--- src/rtl/swc_wr_pump_pkg.sv ---
// Shared helpers for the packet-memory write pump: log2 function,
// line-address type and the page-link FSM state encoding.
package swc_wr_pump_pkg;

    function automatic int f_log2(input int n);
        int r;
        r = 0;
        for (int i = 0; i < 31; i++) begin
            if ((1 << i) < n) begin
                r = i + 1;
            end
        end
        return r;
    endfunction

    localparam int c_def_page_addr_width = 10;
    localparam int c_def_lines_per_page  = 8;

    // {page, line} address for the default geometry.
    typedef logic [c_def_page_addr_width+f_log2(c_def_lines_per_page)-1:0] line_addr_t;

    typedef enum logic {
        LL_IDLE = 1'b0,
        LL_REQ  = 1'b1
    } ll_state_t;

endpackage

--- src/rtl/swc_wr_pump_ll_ctrl.sv ---
// Page linked-list write handshake: latches (current page -> next page)
// and holds the request until the linked-list memory acknowledges it.
module swc_wr_pump_ll_ctrl
    import swc_wr_pump_pkg::*;
#(
    parameter int g_page_addr_width = 10
) (
    input  logic                         clk_i,
    input  logic                         rst_n_i,
    input  logic                         start_i,
    input  logic [g_page_addr_width-1:0] cur_page_i,
    input  logic [g_page_addr_width-1:0] next_page_i,
    input  logic                         ll_wr_done_i,
    output logic [g_page_addr_width-1:0] ll_addr_o,
    output logic [g_page_addr_width-1:0] ll_data_o,
    output logic                         ll_wr_req_o,
    output logic                         busy_o
);

    ll_state_t state;
    ll_state_t state_next;

    always_ff @(posedge clk_i or negedge rst_n_i) begin
        if (!rst_n_i) begin
            state <= LL_IDLE;
        end else begin
            state <= state_next;
        end
    end

    always_comb begin
        state_next = state;
        case (state)
            LL_IDLE: if (start_i)      state_next = LL_REQ;
            LL_REQ:  if (ll_wr_done_i) state_next = LL_IDLE;
            default:                   state_next = LL_IDLE;
        endcase
    end

    always_ff @(posedge clk_i or negedge rst_n_i) begin
        if (!rst_n_i) begin
            ll_addr_o <= '0;
            ll_data_o <= '0;
        end else if (state == LL_IDLE && start_i) begin
            ll_addr_o <= cur_page_i;
            ll_data_o <= next_page_i;
        end
    end

    assign ll_wr_req_o = (state == LL_REQ);
    assign busy_o      = (state == LL_REQ);

endmodule

--- src/rtl/swc_pkt_mem_write_pump_gen.sv ---
// Packs ingress words into wide memory lines, double-buffers them and writes
// them in the port's TDM slot. Optional valid-word count: SWC_WRITE_PUMP_VALID_CNT_EN.
module swc_pkt_mem_write_pump_gen
    import swc_wr_pump_pkg::*;
#(
    parameter int g_data_width      = 18,
    parameter int g_ratio           = 16,
    parameter int g_page_addr_width = 10,
    parameter int g_lines_per_page  = 8
) (
    input  logic                                                   clk_i,
    input  logic                                                   rst_n_i,
    input  logic [g_data_width-1:0]                                d_i,
    input  logic                                                   drdy_i,
    input  logic                                                   flush_i,
    output logic                                                   full_o,
    input  logic                                                   pckstart_i,
    input  logic [g_page_addr_width-1:0]                           pgaddr_i,
    input  logic                                                   pgreq_i,
    output logic                                                   pgend_o,
    input  logic                                                   sync_i,
    output logic [g_data_width*g_ratio-1:0]                        q_o,
    output logic [g_page_addr_width+f_log2(g_lines_per_page)-1:0]  addr_o,
    output logic                                                   we_o,
`ifdef SWC_WRITE_PUMP_VALID_CNT_EN
    output logic [f_log2(g_ratio):0]                               valid_cnt_o,
`endif
    output logic [g_page_addr_width-1:0]                           ll_addr_o,
    output logic [g_page_addr_width-1:0]                           ll_data_o,
    output logic                                                   ll_wr_req_o,
    input  logic                                                   ll_wr_done_i
);

    localparam int c_idx_w  = f_log2(g_ratio);
    localparam int c_cnt_w  = c_idx_w + 1;
    localparam int c_line_w = f_log2(g_lines_per_page);
    localparam int c_q_w    = g_data_width * g_ratio;

    logic [c_q_w-1:0]             line_q;
    logic [c_q_w-1:0]             line_packed;
    logic [c_cnt_w-1:0]           cnt;
    logic [c_cnt_w-1:0]           cnt_new;
    logic                         in_closed;
    logic [c_q_w-1:0]             buf_q;
    logic                         buf_occ;
`ifdef SWC_WRITE_PUMP_VALID_CNT_EN
    logic [c_cnt_w-1:0]           buf_cnt;
`endif
    logic [g_page_addr_width-1:0] cur_page;
    logic                         page_valid;
    logic [c_line_w-1:0]          line;

    logic accept;
    logic close_now;
    logic line_ready;
    logic do_write;
    logic do_xfer;
    logic buf_occ_next;
    logic in_closed_next;
    logic pg_accept;
    logic ll_start;
    logic ll_busy;

    assign accept         = drdy_i & ~full_o;
    assign cnt_new        = cnt + {{(c_cnt_w-1){1'b0}}, accept};
    assign close_now      = ~in_closed & ((cnt_new == c_cnt_w'(g_ratio)) |
                                          (flush_i & (cnt_new != '0)));
    assign line_ready     = close_now | in_closed;
    assign do_write       = sync_i & buf_occ & page_valid & ~pgend_o & ~ll_busy;
    assign do_xfer        = line_ready & (~buf_occ | do_write);
    assign buf_occ_next   = do_xfer | (buf_occ & ~do_write);
    assign in_closed_next = line_ready & ~do_xfer;
    // Page requests during a pending link write are dropped as protocol errors.
    assign pg_accept      = pgreq_i & ~ll_busy;
    assign ll_start       = pg_accept & ~pckstart_i & page_valid;

    always_comb begin
        line_packed = line_q;
        if (accept) begin
            line_packed[int'(cnt[c_idx_w-1:0]) * g_data_width +: g_data_width] = d_i;
        end
    end

    // Slots are cleared on transfer so a flushed line carries zeros above its last word.
    always_ff @(posedge clk_i or negedge rst_n_i) begin
        if (!rst_n_i) begin
            line_q    <= '0;
            cnt       <= '0;
            in_closed <= 1'b0;
            buf_q     <= '0;
            buf_occ   <= 1'b0;
            full_o    <= 1'b0;
`ifdef SWC_WRITE_PUMP_VALID_CNT_EN
            buf_cnt   <= '0;
`endif
        end else begin
            in_closed <= in_closed_next;
            buf_occ   <= buf_occ_next;
            full_o    <= in_closed_next & buf_occ_next;
            if (do_xfer) begin
                buf_q  <= line_packed;
                line_q <= '0;
                cnt    <= '0;
`ifdef SWC_WRITE_PUMP_VALID_CNT_EN
                buf_cnt <= cnt_new;
`endif
            end else begin
                line_q <= line_packed;
                cnt    <= cnt_new;
            end
        end
    end

    // A page request in the same cycle as the last-line write wins over pgend.
    always_ff @(posedge clk_i or negedge rst_n_i) begin
        if (!rst_n_i) begin
            cur_page   <= '0;
            page_valid <= 1'b0;
            line       <= '0;
            pgend_o    <= 1'b0;
        end else if (pg_accept) begin
            cur_page   <= pgaddr_i;
            page_valid <= 1'b1;
            line       <= '0;
            pgend_o    <= 1'b0;
        end else if (do_write) begin
            line <= line + 1'b1;
            if (line == c_line_w'(g_lines_per_page - 1)) begin
                pgend_o <= 1'b1;
            end
        end
    end

    always_ff @(posedge clk_i or negedge rst_n_i) begin
        if (!rst_n_i) begin
            we_o        <= 1'b0;
            q_o         <= '0;
            addr_o      <= '0;
`ifdef SWC_WRITE_PUMP_VALID_CNT_EN
            valid_cnt_o <= '0;
`endif
        end else begin
            we_o <= do_write;
            if (do_write) begin
                q_o    <= buf_q;
                addr_o <= {cur_page, line};
`ifdef SWC_WRITE_PUMP_VALID_CNT_EN
                valid_cnt_o <= buf_cnt;
`endif
            end
        end
    end

    swc_wr_pump_ll_ctrl #(
        .g_page_addr_width(g_page_addr_width)
    ) u_ll_ctrl (
        .clk_i        (clk_i),
        .rst_n_i      (rst_n_i),
        .start_i      (ll_start),
        .cur_page_i   (cur_page),
        .next_page_i  (pgaddr_i),
        .ll_wr_done_i (ll_wr_done_i),
        .ll_addr_o    (ll_addr_o),
        .ll_data_o    (ll_data_o),
        .ll_wr_req_o  (ll_wr_req_o),
        .busy_o       (ll_busy)
    );

endmodule

--- config.mk ---
export PLATFORM = sky130hd
export DESIGN_NAME = swc_pkt_mem_write_pump_gen
export DESIGN_NICKNAME = d
export VERILOG_FILES = /design/src/rtl/swc_wr_pump_pkg.sv /design/src/rtl/swc_wr_pump_ll_ctrl.sv /design/src/rtl/swc_pkt_mem_write_pump_gen.sv
export SDC_FILE = /design/constraint.sdc
export NUM_CORES = 2
export LEC_CHECK = 0
export CAP_MARGIN = 20
export CORE_MARGIN = 4
export CORE_UTILIZATION = 60
export DETAILED_ROUTE_END_ITERATION = 12
export DONT_BUFFER_PORTS = 1
export PLACE_DENSITY = 0.76
export SLEW_MARGIN = 20
export SYNTH_ARGS = -nofsm -noshare
export SYNTH_HDL_FRONTEND = slang
export SYNTH_HIERARCHICAL = 1
export SYNTH_SLANG_ARGS = --single-unit
export TNS_END_PERCENT = 100
--- constraint.sdc ---
create_clock -name clk_i -period 12.89 [get_ports clk_i]
set_clock_uncertainty 0.05 [all_clocks]
set_input_delay 1.9335 -clock clk_i [delete_from_list [all_inputs] [get_ports clk_i]]
set_output_delay 1.9335 -clock clk_i [all_outputs]
set_load 0.005 [all_outputs]
**Word level (Yosys, flattened, before mapping)**

Index checks and enable logic that the tools add are counted.

- Flip-flop bits (word level): 922
- Output and inout port bits: 325
- Logic and storage cells: 67

- Muxes and demuxes: 12
- Eq/ne operators: 2
- Shift operators: 2
- Add/sub/neg operators: 3
- Reduce and logical (&&, ||, !) cells: 5
- Bitwise operators: 26
- $mul: 1

Operators with widths:

| kind | number |
|---|---|
| 2-to-1 mux 288 bit | 2 |
| bitwise mux 288 bit | 1 |
| variable shift 18 x 33 -> 288 bit, first input constant | 1 |
| indexed part select 18 x 33 -> 288 bit | 1 |
| negation 9 -> 33 bit | 1 |
| bitwise AND 1 bit | 14 |
| multiplier 4 x 4 -> 8 bit, second input constant | 1 |
| inverter 1 bit | 8 |
| 2-to-1 mux 3 bit | 2 |
| adder 5 x 1 -> 5 bit | 1 |
| == test 5 bit, second input constant | 1 |
| 2-to-1 mux 1 bit | 5 |
| 2-to-1 mux 5 bit | 1 |
| nonzero test 5 bit | 1 |
| OR 1 bit | 4 |
| nonzero test 2 bit | 2 |
| adder 3 x 1 -> 3 bit, second input constant | 1 |
| == test 3 bit, second input constant | 1 |
| one-hot mux 1 bit (2 select lines) | 1 |
| AND reduction 2 bit | 1 |
| logical AND 1 bit | 1 |

**Depth between registers and ports, before layout**

- Depth in word-level cells: 12
- Depth in mapped cells: 17

**By module**

Netlist, hierarchy kept.

Modules (own cells, without submodules):

| module | cells an instance | sequential area each (sq um) | times used | area each (sq um) |
|---|---|---|---|---|
| swc_pkt_mem_write_pump_gen | 3919 | 22521.6 | 1 | 37990.2 |
| swc_wr_pump_ll_ctrl | 47 | 525.5 | 1 | 878.3 |

**Worst setup path after synthesis**

OpenSTA, ideal clock, no wires.

- Path kind: input to register
- Start point: input port drdy_i
- End point: register line_q[100]
- Data arrival time: 4.500 ns
- Data required time: 12.708 ns
- Buffers on the path: 3
- Cell stages on the path: 12
- Slack: 8.209 ns
- Path through: nand2b_1 > inv_1 > ha_1 > ha_1 > or3_1 > a211oi_1 > mux2_2 > a21oi_1 > clkbuf_1 > clkbuf_1 > clkbuf_1 > nor2_1

- Word-level cells in the longest chain between the ends: 9
- Elaborated cells between the ends (all ways): 11
- Classes of those cells: 1 x add/sub; 1 x eq/ne; 2 x mux; 6 x bitwise; 1 x reduce/logical

RTL lines:

| what | line | source |
|---|---|---|
| start, declared | swc_pkt_mem_write_pump_gen.sv:14 | `input logic drdy_i,` |
| bitwise AND 1 bit (*) | swc_pkt_mem_write_pump_gen.sv:64 | `assign accept = drdy_i & ~full_o;` |
| adder 5 x 1 -> 5 bit | swc_pkt_mem_write_pump_gen.sv:65 | `assign cnt_new = cnt + {{(c_cnt_w-1){1'b0}}, accept};` |
| nonzero test 5 bit | swc_pkt_mem_write_pump_gen.sv:67 | `(flush_i & (cnt_new != '0)));` |
| bitwise AND 1 bit | swc_pkt_mem_write_pump_gen.sv:67 |  |
| OR 1 bit | swc_pkt_mem_write_pump_gen.sv:66 | `assign close_now = ~in_closed & ((cnt_new == c_cnt_w'(g_ratio)) \|` |
| bitwise AND 1 bit | swc_pkt_mem_write_pump_gen.sv:66 |  |
| OR 1 bit | swc_pkt_mem_write_pump_gen.sv:68 | `assign line_ready = close_now \| in_closed;` |
| bitwise AND 1 bit | swc_pkt_mem_write_pump_gen.sv:70 | `assign do_xfer = line_ready & (~buf_occ \| do_write);` |
| 2-to-1 mux 288 bit (*) | swc_pkt_mem_write_pump_gen.sv:100 | `if (do_xfer) begin` |
| end signal, assigned | swc_pkt_mem_write_pump_gen.sv:108 | `line_q <= line_packed;` |
| end, declared | swc_pkt_mem_write_pump_gen.sv:39 | `logic [c_q_w-1:0] line_q;` |

Mark *: on every way between the ends. The rest lies on a longest branch, timed or not.
A chain may end at the register's enable or synchronous reset.

**Worst setup path in the final report**

- Start point: register cnt[0]
- End point: register buf_q[42]

- Word-level cells in the longest chain between the ends: 7
- Elaborated cells between the ends (all ways): 14
- Classes of those cells: 2 x add/sub; 1 x mul; 1 x eq/ne; 2 x shift; 2 x mux; 5 x bitwise; 1 x reduce/logical

RTL lines:

| what | line | source |
|---|---|---|
| start, declared | swc_pkt_mem_write_pump_gen.sv:41 | `logic [c_cnt_w-1:0] cnt;` |
| start signal, assigned | swc_pkt_mem_write_pump_gen.sv:109 | `cnt <= cnt_new;` |
| branches (longest 7 deep; another with negation 9 -> 33 bit) | - |  |
| end signal, assigned | swc_pkt_mem_write_pump_gen.sv:101 | `buf_q <= line_packed;` |
| end, declared | swc_pkt_mem_write_pump_gen.sv:44 | `logic [c_q_w-1:0] buf_q;` |

Parallel ways; which one is timed is not known.

==> results.json <==
{
  "clk_pin_slew_worst_paths_ps": 70,
  "routed_wire_length_per_instance_um": 24.24,
  "core_um2": 64350,
  "placed_cells": 4618,
  "drt_pass1_iterations": 8,
  "headroom_to_the_max_slew_limit_pct": 17.15,
  "finalHoldViolations": 0,
  "routabilityCongestion": 1.032,
  "htree_num_levels": 3,
  "place_worst_setup_slack_ps": 6620,
  "chipHeight_um": 262.5,
  "ctsLongestPathBuffers": 3,
  "design.portCount": 361,
  "startpoint_type": "flop",
  "rsz0062_at_grt": "false",
  "multi_input_area_um2": 14960,
  "die_width_um": 262.5,
  "synth_warnings": 6,
  "critical_path.reg2reg.startpoint": "cnt[0]$_DFF_PN0_",
  "grt_max_degree": 922,
  "max_clock_freq_mhz": 151.0,
  "ant_nets": 0,
  "grt-ovfl-total": 0,
  "cts_inserted_buffers": 90,
  "cts_sinks": 921,
  "routed_via_density": 6.029,
  "synthesis.nets": 4011,
  "worst_slew_pin_slew_ps": 1243,
  "critPathRequiredTime_ps": 13350,
  "synth_largest_area_cell": "sky130_fd_sc_hd__dfrtp_1",
  "detail_route.iter0.violations": 3433,
  "min-delay-start": "buf_q[286]$_DFFE_PN0P_",
  "netlist_instances": 3966,
  "yosysUniqueCellTypes": 88,
  "fp-row-count": 93,
  "post_route_cells_drive_above_1_share_pct": 7.786,
  "synth_enable_flop_cells": 0,
  "cts_tree": "done",
  "total_power_mw": 10.62,
  "start_util_pct": 60.40,
  "synthFlopType": "sky130_fd_sc_hd__dfrtp_1",
  "routed-via-count": 28851,
  "initial_antenna_violation_count": 0,
  "period_needed_ps": 6623,
  "timing.final.crit_share_pct": 51.38,
  "cts_post_setup_buffers_inserted": 0,
  "layout-area-overhead-vs-synth_pct": 9.725,
  "final_setup_vio_count": 0,
  "timing.final.ws_setup_ps": 6267,
  "drc_violation_count_after_routing": 0,
  "layout.filler_cells": 4940,
  "ys_seq_area_share_pct": 59.30,
  "power.density_nw_per_um2": 248.9,
  "postSynth.asyncResetShare_pct": 100.0,
  "worst_skew_late_latency_ps": 650,
  "number_of_standard_cells_in_the_layout_taps_in_and_fillers_out": 4785,
  "grt_pass1_wl_um": 176800,
  "crit_arrival_ps": 7080,
  "crit_type": "reg -> reg",
  "insertedDiodeCount": 0,
  "synthesis.area_per_instance_um2": 9.800,
  "all_layer_global_routing_usage_pct": 33.20,
  "p_leak_nw": 21.64,
  "root_buffer": "sky130_fd_sc_hd__clkbuf_16",
  "vias_in_the_first_global_route": 28048,
  "cp-startpoint": "cnt[0]$_DFF_PN0_",
  "slew_viol_final": 0,
  "worst_setup_ep_type": "flop",
  "cts_hold_buffers": 0,
  "dpl_hpwl_um": 76640,
  "layout_net_count": 3905,
  "synth.ff_latch_count": 921,
  "fin_setup_tns_ps": 0,
  "final-seq-area_um2": 23050,
  "crit_fanout": 48,
  "timing.hold.worst.class": "reg -> reg",
  "synth.cell_area_um2": 38870,
  "result_of_the_run": "finished clean",
  "synthDominantCellAreaShare_pct": 59.30,
  "cts.repair.resized": 0,
  "vdd_ir_drop_max_mv": 0.2023,
  "routed_wl_um": 116000,
  "place.port_buffers": 0,
  "netlist_top_cells_area": "sky130_fd_sc_hd__dfrtp_1 59%, sky130_fd_sc_hd__nand2_1 13%, sky130_fd_sc_hd__mux2i_1 8.0%",
  "max_cap_violations": 0,
  "die_area_um2": 68920
}
state kept, by name, indices dropped and copies added (netlist names):
signal,count
line_q,288
cnt,5
page_valid,1
buf_q,288
u_ll_ctrl/busy_o,1
u_ll_ctrl/ll_data_o,10
full_o,1
q_o,288
line,3
we_o,1
u_ll_ctrl/ll_addr_o,10
buf_occ,1
pgend_o,1
cur_page,10
addr_o,13
Yosys cell counts, types with 6 or more instances:
library cell and number:
sky130_fd_sc_hd__o22ai_1 81, sky130_fd_sc_hd__nor4_1 6, sky130_fd_sc_hd__nand4_1 15, sky130_fd_sc_hd__buf_2 39
sky130_fd_sc_hd__o21ai_1 56, sky130_fd_sc_hd__nor2_1 371, sky130_fd_sc_hd__and2_1 16, sky130_fd_sc_hd__mux2_2 30
sky130_fd_sc_hd__and3_1 10, sky130_fd_sc_hd__o31ai_1 6, sky130_fd_sc_hd__nand2_1 1304, sky130_fd_sc_hd__a21oi_1 39
sky130_fd_sc_hd__nand2b_1 16, sky130_fd_sc_hd__or3_1 6, sky130_fd_sc_hd__nor2b_1 19, sky130_fd_sc_hd__o211ai_1 9
sky130_fd_sc_hd__nor3_1 24, sky130_fd_sc_hd__ha_1 9, sky130_fd_sc_hd__nand3_1 42, sky130_fd_sc_hd__clkbuf_1 170
sky130_fd_sc_hd__xnor2_1 9, sky130_fd_sc_hd__mux2_4 20, sky130_fd_sc_hd__buf_1 24, sky130_fd_sc_hd__inv_1 9
sky130_fd_sc_hd__o21ai_0 267, sky130_fd_sc_hd__a31oi_1 8, sky130_fd_sc_hd__dfrtp_1 921, sky130_fd_sc_hd__mux2i_1 311
sky130_fd_sc_hd__nor3b_1 8, sky130_fd_sc_hd__mux4_2 6, sky130_fd_sc_hd__o32ai_1 12
cell usage in the layout (no fill, tap or decap), types with 30 or more instances in the layout:
cell | Yosys | final
sky130_fd_sc_hd__buf_4 | 2 | 31
sky130_fd_sc_hd__nor2_1 | 371 | 371
sky130_fd_sc_hd__o22ai_1 | 81 | 76
sky130_fd_sc_hd__mux2_2 | 30 | 30
sky130_fd_sc_hd__clkbuf_16 | 0 | 90
sky130_fd_sc_hd__nand2_1 | 1304 | 1304
sky130_fd_sc_hd__a21oi_1 | 39 | 36
sky130_fd_sc_hd__mux2i_1 | 311 | 309
sky130_fd_sc_hd__dfrtp_1 | 921 | 921
sky130_fd_sc_hd__nand3_1 | 42 | 42
sky130_fd_sc_hd__o21ai_0 | 267 | 265
sky130_fd_sc_hd__o21ai_1 | 56 | 51
path summary, 6_finish.rpt:
kind	end	slack, ps	cells past startpoint
setup / recovery	buf_q[42]$_DFFE_PN0P_	6270	14
hold / removal	q_o[286]$_DFFE_PN0P_	390	2
setup reg to reg	buf_q[42]$_DFFE_PN0P_	6270	14
hold reg to reg	q_o[286]$_DFFE_PN0P_	390	2
max in group asynchronous	q_o[96]$_DFFE_PN0P_	9370	3
min in group asynchronous	u_ll_ctrl/ll_addr_o[7]$_DFFE_PN0P_	920	0
critical path, cell delays in order (launching register included):
cell	delay (ps)
sky130_fd_sc_hd__dfrtp_1	320
sky130_fd_sc_hd__buf_4	490
sky130_fd_sc_hd__ha_1	640
sky130_fd_sc_hd__or4_1	800
sky130_fd_sc_hd__nor3_4	500
sky130_fd_sc_hd__nand2_2	380
sky130_fd_sc_hd__clkinv_1	350
sky130_fd_sc_hd__ha_1	370
sky130_fd_sc_hd__nand3b_1	290
sky130_fd_sc_hd__nor2_1	360
sky130_fd_sc_hd__mux2i_1	410
sky130_fd_sc_hd__nor3_1	730
sky130_fd_sc_hd__nor2b_1	350
sky130_fd_sc_hd__mux2i_1	280
sky130_fd_sc_hd__o21ai_0	120
per-layer routing:
metal / track usage, % / wire [um] / up-vias
li1: - / - / 12925
met1: 46.19 / 47060 / 14394
met2: 50.43 / 52860 / 1249
met3: 8.351 / 10510 / 283
met4: 14.20 / 5563 / 0
met5: 0 / 0 / -
stage by stage:
step | hold slack, ps | instance area [um2] | util [%]
CTS | 381.5 | 42480 | 66.02
global route | 405.8 | 42650 | 66.28
detailed placement | 398.7 | 39430 | 61.27
finish | 388.6 | 42650 | 66.28
global placement | 397.5 | 39400 | 61.24
floorplan | 384.8 | 38870 | -
cells by family after synthesis:
kind of cell | after synthesis | share of synthesized area, %
muxes | 368 | 10.03
and+or+nand+nor | 1868 | 19.30
buffers and inverters | 251 | 2.646
xor gates and xnor gates | 14 | 0.3541
DFF | 921 | 59.30
AOI/OAI and AO/OA | 535 | 8.083
adders and majority gates | 9 | 0.2897
where the power goes:
group          switching, mW  leakage [nW]  internal (mW)
Combinational           3.41          7.38          0.941
Clock                   1.14          1.51           1.58
Sequential             0.278          12.8           3.28
Total                   4.82          21.6           5.79
final cells by class:
type / instances / area share [%]
Clock buffer: 130 / 6.126
Clock inverter: 32 / 1.033
Inverter: 12 / 0.1232
Multi-Input combinational cell: 2794 / 35.08
Sequential cell: 921 / 54.04
Tap cell: 855 / 2.508
Timing Repair Buffer: 41 / 1.091
No activity file was read; power rests on OpenSTA's default activity.
